**config.mk**
```make
export PLATFORM = sky130hd
export DESIGN_NAME = seq_shift_add_mul
export DESIGN_NICKNAME = d
export VERILOG_FILES = /design/src/rtl/seq_shift_add_mul_pkg.sv /design/src/rtl/seq_mul_datapath.sv /design/src/rtl/seq_shift_add_mul.sv
export SDC_FILE = /design/constraint.sdc
export NUM_CORES = 1
export LEC_CHECK = 0
export ABC_AREA = 0
export ABC_CLOCK_PERIOD_IN_PS = 1970
export BUFFER_PORTS_ARGS = -buffer_cell sky130_fd_sc_hd__buf_2
export CAP_MARGIN = 20
export CORE_UTILIZATION = 56
export DETAILED_ROUTE_END_ITERATION = 12
export PLACE_DENSITY = 0.83
export SYNTH_ARGS = -nofsm -noshare
export SYNTH_HDL_FRONTEND = slang
export SYNTH_SLANG_ARGS = --single-unit
```
**constraint.sdc**
```tcl
create_clock -name clk -period 1.97 [get_ports clk]
set_input_delay 0.197 -clock clk [delete_from_list [all_inputs] [get_ports clk]]
set_output_delay 0.197 -clock clk [all_outputs]
set_load 0.1 [all_outputs]
```
**src/rtl/seq_shift_add_mul_pkg.sv**
```systemverilog
// Shared types and sizing helpers for the sequential shift-add multiplier.
package seq_shift_add_mul_pkg;

  typedef enum logic [1:0] {
    IDLE = 2'd0,
    RUN  = 2'd1,
    DONE = 2'd2
  } state_t;

  function automatic int prod_width(input int width);
    return 2 * width;
  endfunction

endpackage

```
**src/rtl/seq_mul_datapath.sv**
```systemverilog
// Operand capture (with optional polarity inversion) and the shift-add step:
// accumulator, left-shifting multiplicand and right-shifting multiplier.
module seq_mul_datapath
  import seq_shift_add_mul_pkg::*;
#(
  parameter int WIDTH            = 4,
  parameter bit INPUT_ACTIVE_LOW = 1'b1
) (
  input  logic                         clk,
  input  logic                         rst,
  input  logic                         load,
  input  logic                         step,
  input  logic [WIDTH-1:0]             a_in,
  input  logic [WIDTH-1:0]             b_in,
  output logic [prod_width(WIDTH)-1:0] acc
);

  localparam int PW = prod_width(WIDTH);

  logic [PW-1:0]    mcand;
  logic [WIDTH-1:0] mreg;
  logic [WIDTH-1:0] a_cap;
  logic [WIDTH-1:0] b_cap;

  // Board buttons pull low when pressed, so a pressed button reads as a 1 bit.
  assign a_cap = INPUT_ACTIVE_LOW ? ~a_in : a_in;
  assign b_cap = INPUT_ACTIVE_LOW ? ~b_in : b_in;

  // NOTE: sequential state uses non-blocking assignments so every register
  // samples the pre-edge values, independent of statement order.
  always_ff @(posedge clk) begin
    if (rst) begin
      acc   <= '0;
      mcand <= '0;
      mreg  <= '0;
    end else if (load) begin
      acc   <= '0;
      mcand <= PW'(a_cap);
      mreg  <= b_cap;
    end else if (step) begin
      if (mreg[0]) acc <= acc + mcand;
      mcand <= mcand << 1;
      mreg  <= mreg >> 1;
    end
  end

endmodule

```
**src/rtl/seq_shift_add_mul.sv**
```systemverilog
// Sequential unsigned multiplier: IDLE/RUN/DONE control, step counter and
// registered busy/done/product outputs around the shift-add datapath.
module seq_shift_add_mul
  import seq_shift_add_mul_pkg::*;
#(
  parameter int WIDTH            = 4,
  parameter bit INPUT_ACTIVE_LOW = 1'b1
) (
  input  logic                         clk,
  input  logic                         rst,
  input  logic                         start,
  input  logic [WIDTH-1:0]             a_in,
  input  logic [WIDTH-1:0]             b_in,
  output logic                         busy,
  output logic                         done,
  output logic [prod_width(WIDTH)-1:0] product
);

  localparam int PW = prod_width(WIDTH);
  localparam int CW = $clog2(WIDTH + 1);

  state_t        state;
  state_t        state_next;
  logic [CW-1:0] cnt;
  logic          load;
  logic          step;
  logic [PW-1:0] acc;

  seq_mul_datapath #(
    .WIDTH            (WIDTH),
    .INPUT_ACTIVE_LOW (INPUT_ACTIVE_LOW)
  ) u_datapath (
    .clk  (clk),
    .rst  (rst),
    .load (load),
    .step (step),
    .a_in (a_in),
    .b_in (b_in),
    .acc  (acc)
  );

  // NOTE: every combinational output gets a default before the case so no
  // path leaves it unassigned and no latch is inferred.
  always_comb begin
    state_next = state;
    load       = 1'b0;
    step       = 1'b0;
    unique case (state)
      IDLE: begin
        if (start) begin
          load       = 1'b1;
          state_next = RUN;
        end
      end
      RUN: begin
        step = 1'b1;
        if (cnt == CW'(1)) state_next = DONE;
      end
      DONE:    state_next = IDLE;
      default: state_next = IDLE;
    endcase
  end

  // busy follows the state being entered so it is high exactly for RUN cycles;
  // product is loaded only while leaving DONE and otherwise holds.
  always_ff @(posedge clk) begin
    if (rst) begin
      state   <= IDLE;
      cnt     <= '0;
      busy    <= 1'b0;
      done    <= 1'b0;
      product <= '0;
    end else begin
      state <= state_next;
      busy  <= (state_next == RUN);
      done  <= (state == DONE);
      if (state == DONE) product <= acc;
      if (load)      cnt <= CW'(WIDTH);
      else if (step) cnt <= cnt - CW'(1);
    end
  end

endmodule

```
Yosys cells after proc, flatten, opt, wreduce, memory -nomap -nowiden
Cells that the tools add are included.
Storage, ports and cells
  register bits after elaboration: 35
Operators by class
  $add $sub $neg: 2
  equal/unequal tests: 4
  muxes and demuxes: 12
  bitwise logic cells: 2
  reduce and logical (&&, ||, !) cells: 4
Operators with widths (count)
  2-to-1 mux 4 bit: 4
  adder 8 bit: 1
  NOT 4 bit: 2
  2-to-1 mux 3 bit: 2
  == test 2 x 1 -> 1 bit, second input constant: 2
  2-to-1 mux 2 bit: 2
  case mux 2 bit (2 select lines): 1
  == test 3 x 1 -> 1 bit, second input constant: 1
  2-to-1 mux 1 bit: 3
  subtractor 3 x 1 -> 3 bit, second input constant: 1
  == test 2 bit, second input constant: 1
  logical NOT 2 bit: 1
  AND reduction 2 bit: 1
  nonzero test 2 bit: 1
  OR reduction 2 bit: 1

Depth between registers and ports, before layout
Gate-level depths: netlist (run 1).
  depth in word-level cells: 4
  mapped depth: 8
  depth with buffers taken out: 8

By module
Synthesis (run 1) repeated with hierarchy kept, for this count alone.
Unflattened totals
  cell total of the unflattened synthesis: 193
  area, all modules: 1700.4 um^2
By module, submodules not included
  seq_mul_datapath: instances 1, cells an instance 129, area an instance 1124.8 um^2, sequential area each 400.4 um^2
  seq_shift_add_mul: instances 1, cells an instance 64, area an instance 575.6 um^2, sequential area each 300.3 um^2

Worst setup path before layout (run 1)
No wires, ideal clock.
  path kind: reg2reg
  start: register u_datapath.acc[0]
  end: register u_datapath.acc[6]
  arrival time: 1753 ps
  setup slack: 155 ps
  cell stages (with the launch flop): 9
  path buffers: 0
  clock period less this slack: 1815 ps
  cells stage by stage: dfxtp_1 ha_1 inv_1 fa_1 and2b_1 o21a_1 o211ai_1 a2111o_1 nand3_1
Between the ends
  longest elaborated chain between the ends: 1
Ends and longest elaborated chain
  start: declaration: line seq_mul_datapath.sv:15  | output logic [prod_width(WIDTH)-1:0] acc
  start signal: assignment: line seq_mul_datapath.sv:41  | if (mreg[0]) acc <= acc + mcand;
  adder 8 bit: line seq_mul_datapath.sv:41
No other way between the ends.
A chain may end at the register's enable or synchronous reset.

Worst setup path after layout (run 1)
Ends and elaborated chain as after synthesis.

==> results of run 1 <==
==> synthesized netlist by cell type (all sizes together) <==
cell	n
and2b	2
a2111o	1
nand2	39
and4	1
nor2b	2
nor3	3
buf	6
inv	6
a31oi	4
fa	1
a221oi	4
nor2	22
o211ai	1
a21o	1
nor4	1
nand3	4
or3b	1
and2	2
clkbuf	5
xnor2	2
nor3b	1
nand4	1
xor2	1
ha	9
a21oi	21
dfxtp	35
o21a	2
nand2b	3
a211oi	5
o31ai	2
or2b	2
or3	1
and3	3
o21ai	3
==> critical path, cell delays in order (launching register included) <==
cell	delay (ns)
dfxtp_4	0.38
ha_4	0.14
inv_2	0.03
fa_2	0.32
and2b_1	0.21
o21a_1	0.15
o211ai_1	0.12
a2111o_1	0.42
nand3_1	0.06
==> power by group through the flow <==
| stage | clock [uW] | combinational, uW | sequential, uW |
|---|---|---|---|
| after global routing | 487 | 179 | 753 |
| after CTS | 455 | 159 | 750 |
| after floorplan | 0 | 111 | 776 |
| after global placement | 0 | 154 | 765 |
| after detailed placement | 0 | 156 | 766 |
| final | 446 | 159 | 749 |
==> kinds of logic after synthesis <==
family / after synthesis / share of synthesized area, %
compound gates: 44 / 17.01
xor+xnor: 3 / 1.609
fa+ha+maj: 10 / 8.123
buf+inv: 17 / 5.287
flops: 35 / 42.91
simple gates: 88 / 25.06
==> flip-flops by register name (all words and copies together) (netlist names) <==
| signal | cells |
|---|---|
| product | 8 |
| u_datapath.acc | 8 |
| u_datapath.mcand | 8 |
| u_datapath.mreg | 4 |
| cnt | 3 |
| state | 2 |
| busy | 1 |
| done | 1 |
==> worst max-delay path by stage <==
| stage | slack [ns] | endpoint | cells after the start |
|---|---|---|---|
| floorplan | 0.16 | u_datapath.acc[6] | 8 |
| global placement | 0.09 | u_datapath.acc[6] | 8 |
| detailed placement | 0.02 | u_datapath.acc[6] | 8 |
| CTS | 0.03 | u_datapath.acc[6] | 8 |
| global route | -0.01 | u_datapath.acc[6] | 8 |
| finish | 0.07 | u_datapath.acc[6] | 8 |
==> stage by stage <==
stage               util (%)  total power (uW)
finish                 66.88              1355
global route           66.88              1419
CTS                    65.65              1364
detailed placement     62.75             922.8
global placement       62.75             919.0
floorplan                  -             886.9
==> what timing repair did <==
action                                  in CTS  in global routing
gates resized for setup                      1                  6
endpoints found under the setup margin       1                  1
hold buffers                                 1                  0
pin swaps                                    0                  4
cloned                                       0                  0
hold endpoints to repair                     1                  0
setup buffers                                0                  2
==> metal layers <==
metal  global-route usage [%]  vias to the layer above
met5                        0                        -
met4                    10.10                        0
met3                    6.977                        5
met2                    35.54                       36
met1                    30.03                      643
li1                         -                      716
==> cell type report <==
type	count	area [sq um]
repair buffers	26	147.6
multi-input cells	145	860.8
inverters	6	22.52
clock buffers	8	68.82
well taps	31	38.79
fillers	238	913.4
flip-flops and latches	35	705.7
==> results.yml, run 1 <==
die:
  fp.dieH_microns: 56.00
  die-area_sq_mm: 0.003135
  die_w_microns: 56.00
  core_area_sq_mm: 0.002758
  rows: 19
  initial_core_util_pct: 59.21
  pin_count: 21
worst_hold_path:
  min_to: "u_datapath.mcand[3]"
  whs_path_depth: 2
  hp-start: "a_in[3]"
  hold_path.class: "in2reg"
synth:
  synth.distinct_cells: 41
  synth_area_leaders: "dfxtp_1 (43%), nand2_1 (9.0%), ha_1 (6.9%)"
  synth-seq-cells: 35
  syn_area_sq_mm: 0.001633
  synth_cells: 197
  syn_area_per_cell_sq_um: 8.288
  synth_fp_nets: 218
  synth_top_area_share_pct: 42.91
  synth_area_leader_cell: "dfxtp_1"
  ys_seq_area_share_pct: 42.91
  synth_warnings: 0
route:
  drt-vias-per-instance: 5.578
  wl_mm: 3.221
  drc: 0
  routed.top_layer: "met4"
  drt_iter0_drc: 44
  routedWlPerCell_microns: 12.83
  wl_met1_mm: 1.438
  dr.pass1.iters: 4
  wl_met3_microns: 155
  drtAntennaViolNets: 0
  num_vias: 1400
  wl_met2_mm: 1.574
grt:
  grt_max_degree: 24
  grt_pass1_vias: 1240
  grt_pass1_wl_mm: 5.526
  antenna_found_initial: 0
  grtUsageTotal_pct: 23.12
  grt_overflow_total: 0
power:
  intPower_uw: 1001
  power.switching_uw: 353.6
  swShare_pct: 26.10
  clkPwrFrac_pct: 32.9
  p_leak_uw: 0.0007439
  p_comb_share_pct: 11.8
  ir_drop_mv: 0.6213
  power.density_mw_per_mm2: 734.6
  p_seq_share_pct: 55.3
critical_path:
  crit_fanout: 3
  cp.arrival_ns: 2.19
  crit_path_start: "u_datapath.acc[0]"
  r2r_cells: 8
  cp.required_ns: 2.26
  r2r_start: "u_datapath.acc[0]"
  timing.rr.end: "u_datapath.acc[6]"
  start_kind: "register"
  r2r_setup_slack_ns: 0.07
  critPathKind: "reg2reg"
  cp-end-kind: "register"
sta:
  slew_headroom_pct: 67.88
  hold_ws_ns: 0.01109
  finalSetupViolCount: 0
  setup_tns_ns: 0
  fin_skew_ns: 0.006952
  timing.final.crit_share_pct: 96.23
  tightest_slew_ns: 0.4852
  hold_violations: 0
  rsz0062_at_grt: "true"
  period_needed_ns: 1.896
  layout_setup_ws_ns: 0.07433
  slew_viol_final: 0
  max_freq_mhz: 527.5
placement:
  gp_congestion: 0.8699
  place_inst: 240
  dp_hpwl_mm: 2.342
  place_ws_ns: 0.02071
  port_buffers: 20
  placed_area_sq_mm: 0.001730
clock_tree:
  cts.path.max_buffers: 2
  cts_tree: "yes"
  cts_buffers: 5
  cts_root_buffer: "clkbuf_4"
  cts_max_level: 2
  insertion_delay_ns: 0.35
  clock_sinks: 35
  clkTransAtPathRegs_ns: 0.10
final_layout:
  final_area_sq_mm: 0.001844
  final_cell_mix: "nand2_1 (39), dfxtp_1 (33), nor2_1 (22), a21oi_1 (20), buf_2 (20)"
  diodes: 0
  layout-drive-gt1-share_pct: 19.55
  areaGrowthSynthToFinish_pct: 12.95
  stdcell_count: 251
  final_common_cell: "nand2_1"
  nets: 240
run_status:
  status: "finished, final reports clean"
flow_run:
  drv_cap: 0
(Power assumes the default switching activity.)
==> run 2, diff against run 1 <==
- ABC_AREA: 0 -> 1
- PLACE_DENSITY: 0.83 -> 0.82
==> run 2 against run 1 <==
Compared with the run above: the run now ends with DRC left; total power up 9.0%; hold slack better by 0.12 ns; via count is 4.4% higher; fmax is 26% higher; combinational power increased by 11%; highest routed layer unchanged; area after synthesis increased by 4.4%; design area grew 2.4%; largest power group unchanged.
==> results.yml, run 2 <==
sta:
  fin_skew_ns: 0.009798
  slew_viol_final: 0
  hold_violations: 0
  timing.final.crit_share_pct: 76.44
  layout_setup_ws_ns: 0.4641
  slew_headroom_pct: 59.32
  period_needed_ns: 1.506
  tightest_slew_ns: 0.6079
  setup_tns_ns: 0
  max_freq_mhz: 664.0
  rsz0062_at_grt: "false"
  finalSetupViolCount: 0
critical_path:
  crit_fanout: 2
  start_kind: "register"
  r2r_setup_slack_ns: 0.46
  critPathKind: "reg2reg"
  crit_chain: "ha_1, inv_1, fa_1, inv_1, nand3_1, nand4_1, nand3_1, nand2_1, inv_1"
  cpLargestDelayFamily: "adder cells"
  timing.rr.end: "u_datapath.acc[6]"
  cp.required_ns: 2.22
  cp-end-kind: "register"
  cp.arrival_ns: 1.76
  r2r_cells: 9
  cp.buffers_inverters: 3
  cp_slowest_cell: "fa_1"
  r2r_start: "u_datapath.mcand[0]"
  crit_top_cell: "inv_1"
  critical_path.max_stage_delay_ns: 0.39
grt:
  grt_overflow_total: 0
  grt_max_degree: 17
  grt_pass1_wl_mm: 5.568
  grtUsageTotal_pct: 22.42
  grt_pass1_vias: 1251
  antenna_found_initial: 0
die:
  initial_core_util_pct: 60.28
  rows: 19
  die-area_sq_mm: 0.003270
  fp.dieH_microns: 57.19
  die_w_microns: 57.19
  pin_count: 21
  core_area_sq_mm: 0.002829
clock_tree:
  cts.path.max_buffers: 2
  cts_max_level: 2
  cts_setup_buffers: 0
  cts_buffers: 5
  clkTransAtPathRegs_ns: 0.11
  cts_tree: "yes"
  clock_sinks: 35
  cts_root_buffer: "clkbuf_4"
  insertion_delay_ns: 0.34
  cts_resized: 0
  hold_buffers: 0
placement:
  placed_area_sq_mm: 0.001802
  dp_hpwl_mm: 2.410
  place_ws_ns: 0.4979
  place_inst: 274
  gp_congestion: 0.8394
  port_buffers: 20
final_layout:
  final_area_sq_mm: 0.001888
  layout-drive-gt1-share_pct: 14.34
  final_cell_mix: "nand2_1 (48), inv_1 (38), dfxtp_1 (35), a21oi_1 (25), buf_2 (20)"
  diodes: 0
  nets: 271
  stdcell_count: 282
  areaGrowthSynthToFinish_pct: 10.71
  largestRegisters: "product: 8 flops, u_datapath.acc: 8 flops, u_datapath.mcand: 8 flops"
  final_common_cell: "nand2_1"
synth:
  synth_fp_nets: 250
  synth_area_leaders: "dfxtp_1 (41%), nand2_1 (11%), inv_1 (8.4%)"
  synth.area.mux_share_pct: 0
  ys_seq_area_share_pct: 41.09
  synth_warnings: 0
  synthTopCellsByCount: "nand2_1 (48), inv_1 (38), dfxtp_1 (35), a21oi_1 (25), nor2_1 (17)"
  synth_xor_area_share_pct: 1.541
  syn_area_sq_mm: 0.001705
  synth_top_family_by_area: "simple AND/OR/NAND/NOR gates"
  synth_ff_type: "dfxtp_1"
  synth_top_area_share_pct: 41.09
  synth-seq-cells: 35
  synth.distinct_cells: 32
  synth_area_leader_cell: "dfxtp_1"
  synth-simple-area-share_pct: 22.74
  synth_cells: 229
  yosysMostFrequentCell: "nand2_1"
  synth-edff-count: 0
  yosys.area_share.adder_pct: 7.777
  async_flop_share_pct: 0
  syn_area_per_cell_sq_um: 7.447
  synth_compound_area_share_pct: 15.41
worst_hold_path:
  hold_path.class: "in2reg"
  hp-start: "a_in[0]"
  whs_path_depth: 4
  min_to: "u_datapath.mcand[0]"
run_status:
  status: "finished, violations left"
  violations: "DRC"
route:
  drt_iter0_drc: 73
  routedWlPerCell_microns: 11.66
  drt-vias-per-instance: 5.181
  drtAntennaViolNets: 0
  dr.pass1.iters: 8
  num_vias: 1461
  wl_mm: 3.289
  drc: 2
power:
  intPower_uw: 1086
  ir_drop_mv: 0.4484
  swShare_pct: 26.46
  finalPower_uw: 1477
  clkPwrFrac_pct: 37.3
  p_seq_share_pct: 50.7
  power.density_mw_per_mm2: 782.5
  p_comb_share_pct: 12.0
  power.switching_uw: 390.9
  p_leak_uw: 0.0009386
flow_run:
  drv_cap: 0
-- run 2: changes by cell type in the layout (fill, tap and decap cells not counted), sizes merged, moves of 5 or more --
| cell | previous run | this run |
|---|---|---|
| inv | 6 | 40 |
| buf | 25 | 20 |
| a211oi | 5 | 0 |
| nand2 | 39 | 50 |
| nand3 | 4 | 9 |
| o22ai | 0 | 5 |
| o21ai | 3 | 15 |
-- run 2: metal layers --
| metal | routed length, microns | vias to the layer above | track usage [%] |
|---|---|---|---|
| li1 | - | 771 | - |
| met5 | 0 | - | 0 |
| met2 | 1484 | 28 | 34.96 |
| met3 | 174 | 5 | 6.122 |
| met4 | 51 | 0 | 7.317 |
| met1 | 1579 | 657 | 30.24 |
-- run 2: logic make-up after synthesis --
| logic type | Yosys count |
|---|---|
| DFF | 35 |
| AOI/OAI and AO/OA | 49 |
| xor gates and xnor gates | 3 |
| buffers and inverters | 46 |
| adders and majority gates | 10 |
| and+or+nand+nor | 86 |
-- run 2: power groups by stage --
stage	registers, uW	logic (uW)	clock network (uW)
2_1_floorplan	789	115	0
3_3_place_gp	765	173	0
3_5_place_dp	766	175	0
4_1_cts	750	177	562
5_1_grt	754	196	600
6_report	749	177	551
-- run 2: metrics by stage --
step	util (%)	hold WS [ns]
4_1_cts	66.74	0.1210
3_5_place_dp	63.69	0.4655
5_1_grt	66.74	0.1107
3_3_place_gp	63.69	0.4587
2_1_floorplan	-	0.3522
6_report	66.74	0.1303
-- run 2: cell type report --
type	count	area [sq um]
Clock inverter	2	35.03
Timing Repair Buffer	20	100.1
Clock buffer	6	51.30
Fill cell	258	940.9
Inverter	40	152.6
Sequential cell	35	700.7
Tap cell	31	38.79
Multi-Input combinational cell	148	809.5
-- run 2: worst max-delay path by stage --
stage,from,slack (ns),end,cells after the start
after floorplan,u_datapath.acc[0],0.59,u_datapath.acc[6],9
after global placement,u_datapath.mcand[0],0.53,u_datapath.acc[6],9
after detailed placement,u_datapath.mcand[0],0.50,u_datapath.acc[6],9
after CTS,u_datapath.acc[0],0.47,u_datapath.acc[6],9
after global routing,state[1],0.32,product[2],5
final,u_datapath.mcand[0],0.46,u_datapath.acc[6],9
-- run 2: tightest hold or removal path: stages --
cell and delay (ns):
buf_2 0.08, o22ai_1 0.08, inv_1 0.06, nor2_1 0.03
==> run 3, diff against run 2 <==
- ABC_CLOCK_PERIOD_IN_PS: 1970 -> 1310
- CORE_UTILIZATION: 56 -> 51
- PLACE_DENSITY: 0.82 -> 0.79
- clock period: 1.97 -> 1.31 ns (I/O delays scaled with it)
==> run 3 against run 2 <==
Compared with the run above: the run ends with setup timing left; clock skew hardly changed; utilization grew 2.3 points; wire length grew 17%; first-iteration DRC count shrank 14%; sequential share of layout area is 3.8 points lower; flip-flop and latch count unchanged; hold slack lost 0.082 ns; largest power group unchanged.
==> results.yml, run 3 (synthesis results as in run 2) <==
run_status:
  status: "finished, violations left"
  violations: "setup timing"
critical_path:
  critical_path.max_stage_delay_ns: 0.42
  crit_fanout: 3
  critPathKind: "reg2reg"
  r2r_start: "u_datapath.acc[1]"
  r2r_cells: 8
  start_kind: "register"
  crit_chain: "inv_1, fa_2, inv_2, nand3_2, nand4_1, nand3_1, nand2_1, inv_1"
  crit_top_cell: "inv_1"
  path_depth: 8
  timing.rr.end: "u_datapath.acc[6]"
  cpLargestDelayFamily: "adder cells"
  endpoint: "u_datapath.acc[6]"
  cp.buffers_inverters: 3
  cp-end-kind: "register"
  cp_slowest_cell: "fa_2"
  cp.arrival_ns: 1.63
  r2r_setup_slack_ns: -0.07
  cp.required_ns: 1.55
  crit_path_start: "u_datapath.acc[1]"
grt:
  grt_overflow_total: 0
  grt_max_degree: 13
  grt_pass1_wl_mm: 6.196
  grtUsageTotal_pct: 23.54
  antenna_found_initial: 0
  grt_pass1_vias: 1456
power:
  ir_drop_mv: 0.6586
  finalPower_uw: 2029
  p_leak_uw: 0.001016
  power.density_mw_per_mm2: 946.8
clock_tree:
  cts_tree: "yes"
  insertion_delay_ns: 0.34
  cts_max_level: 2
  cts.path.max_buffers: 2
  cts_buffers: 5
  clkTransAtPathRegs_ns: 0.11
  cts_root_buffer: "clkbuf_4"
  clock_sinks: 35
flow_run:
  drv_cap: 0
sta:
  tightest_slew_ns: 0.4868
  hold_violations: 0
  layout_setup_ws_ns: -0.07126
  slew_headroom_pct: 67.77
  max_freq_mhz: 724.0
  timing.final.crit_share_pct: 105.4
  slew_viol_final: 0
  finalSetupViolCount: 3
  period_needed_ns: 1.381
  fin_skew_ns: 0.01025
  rsz0062_at_grt: "true"
route:
  dr.pass1.iters: 4
  routedWlPerCell_microns: 12.23
  drtAntennaViolNets: 0
  wl_mm: 3.864
  num_vias: 1585
  drt-vias-per-instance: 5.016
  drt_iter0_drc: 63
  drc: 0
die:
  core_area_sq_mm: 0.003103
  pin_count: 21
  initial_core_util_pct: 54.96
  die-area_sq_mm: 0.003579
  fp.dieH_microns: 59.83
  die_w_microns: 59.83
  rows: 20
placement:
  gp_congestion: 0.7810
  dp_hpwl_mm: 2.745
  port_buffers: 20
final_layout:
  layout-drive-gt1-share_pct: 29.78
  areaGrowthSynthToFinish_pct: 25.68
  fillCellCount: 271
  nets: 292
  final_cell_mix: "nand2_1 (47), inv_1 (36), dfxtp_1 (24), a21oi_1 (23), buf_4 (21)"
  diodes: 0
  final_common_cell: "nand2_1"
  largestRegisters: "product: 8 flops, u_datapath.acc: 8 flops, u_datapath.mcand: 8 flops"
  utilization_pct: 69.07
worst_hold_path:
  hold_path.class: "in2reg"
run 3: cell count changes in the layout (fill, tap and decap cells not counted), moves of 2 or more:
cell     before  now
a21oi_1      25   23
ha_1          9    3
dfxtp_2       0   11
a21oi_2       0    2
inv_2         1    3
nand3_2       0    2
buf_4         0   21
ha_4          0    6
inv_1        38   36
nand3_1       9    7
dfxtp_1      35   24
run 3: area by class of cell:
cell class                 count  area (sq um)  area share [%]
multi-input combinational    148         909.6           42.44
sequential                    35         714.4           33.33
timing repair buffer          41         257.7           12.03
inverter                      40         152.6           7.122
tap                           44         55.05           2.569
clock buffer                   6         41.29           1.926
clock inverter                 2         12.51          0.5838
run 3: where the power goes:
part / internal [uW] / leakage (uW) / switching (uW)
clock network: 207 / 0.0000282 / 369
registers: 1100 / 0.000290 / 29.1
logic: 118 / 0.000699 / 202
run 3: metrics by stage:
| step | setup WS, ns | cells | hold WS, ns | cell area [sq um] | TNS, ns |
|---|---|---|---|---|---|
| after floorplan | -0.01767 | 229 | 0.2862 | 1715 | -0.01767 |
| after global placement | -0.05789 | 306 | 0.4084 | 1971 | -0.1075 |
| after detailed placement | -0.09532 | 306 | 0.4133 | 1971 | -0.2772 |
| after CTS | -0.08782 | 315 | 0.03788 | 2087 | -0.1617 |
| after global routing | -0.1543 | 316 | 0.03695 | 2143 | -0.5600 |
| final | -0.07126 | 316 | 0.04784 | 2143 | -0.1426 |
run 3: worst reg2reg max path: cells and delay by family (launching register included):
family,cells,cell delay (ns)
flip-flops,1,0.39
adder cells (fa/ha/maj),1,0.42
AND/OR/NAND/NOR,4,0.27
buffers and inverters,3,0.21
run 3: repair_timing:
item | 4_1_cts | 5_1_grt
hold buffers | 0 | 0
resized for setup | 13 | 8
pin swaps | 8 | 6
endpoints found under the setup margin | 5 | 11
setup buffers | 1 | 1
run 3: metal layers:
| metal | vias to the layer above | share of wire [%] | track usage, % |
|---|---|---|---|
| met4 | 0 | 2.7 | 9.635 |
| met3 | 14 | 4.9 | 5.195 |
| met2 | 47 | 48 | 41.27 |
| li1 | 810 | - | - |
| met1 | 714 | 44 | 27.50 |
| met5 | - | 0 | 0 |
run 3: worst min-delay path by stage:
stage,from,endpoint,slack (ns),depth (start not counted)
final,b_in[3],u_datapath.mreg[3],0.05,3
after detailed placement,b_in[3],u_datapath.mreg[3],0.41,3
after floorplan,rst,cnt[1],0.29,3
after global routing,b_in[3],u_datapath.mreg[3],0.04,3
after CTS,b_in[3],u_datapath.mreg[3],0.04,3
after global placement,b_in[3],u_datapath.mreg[3],0.41,3
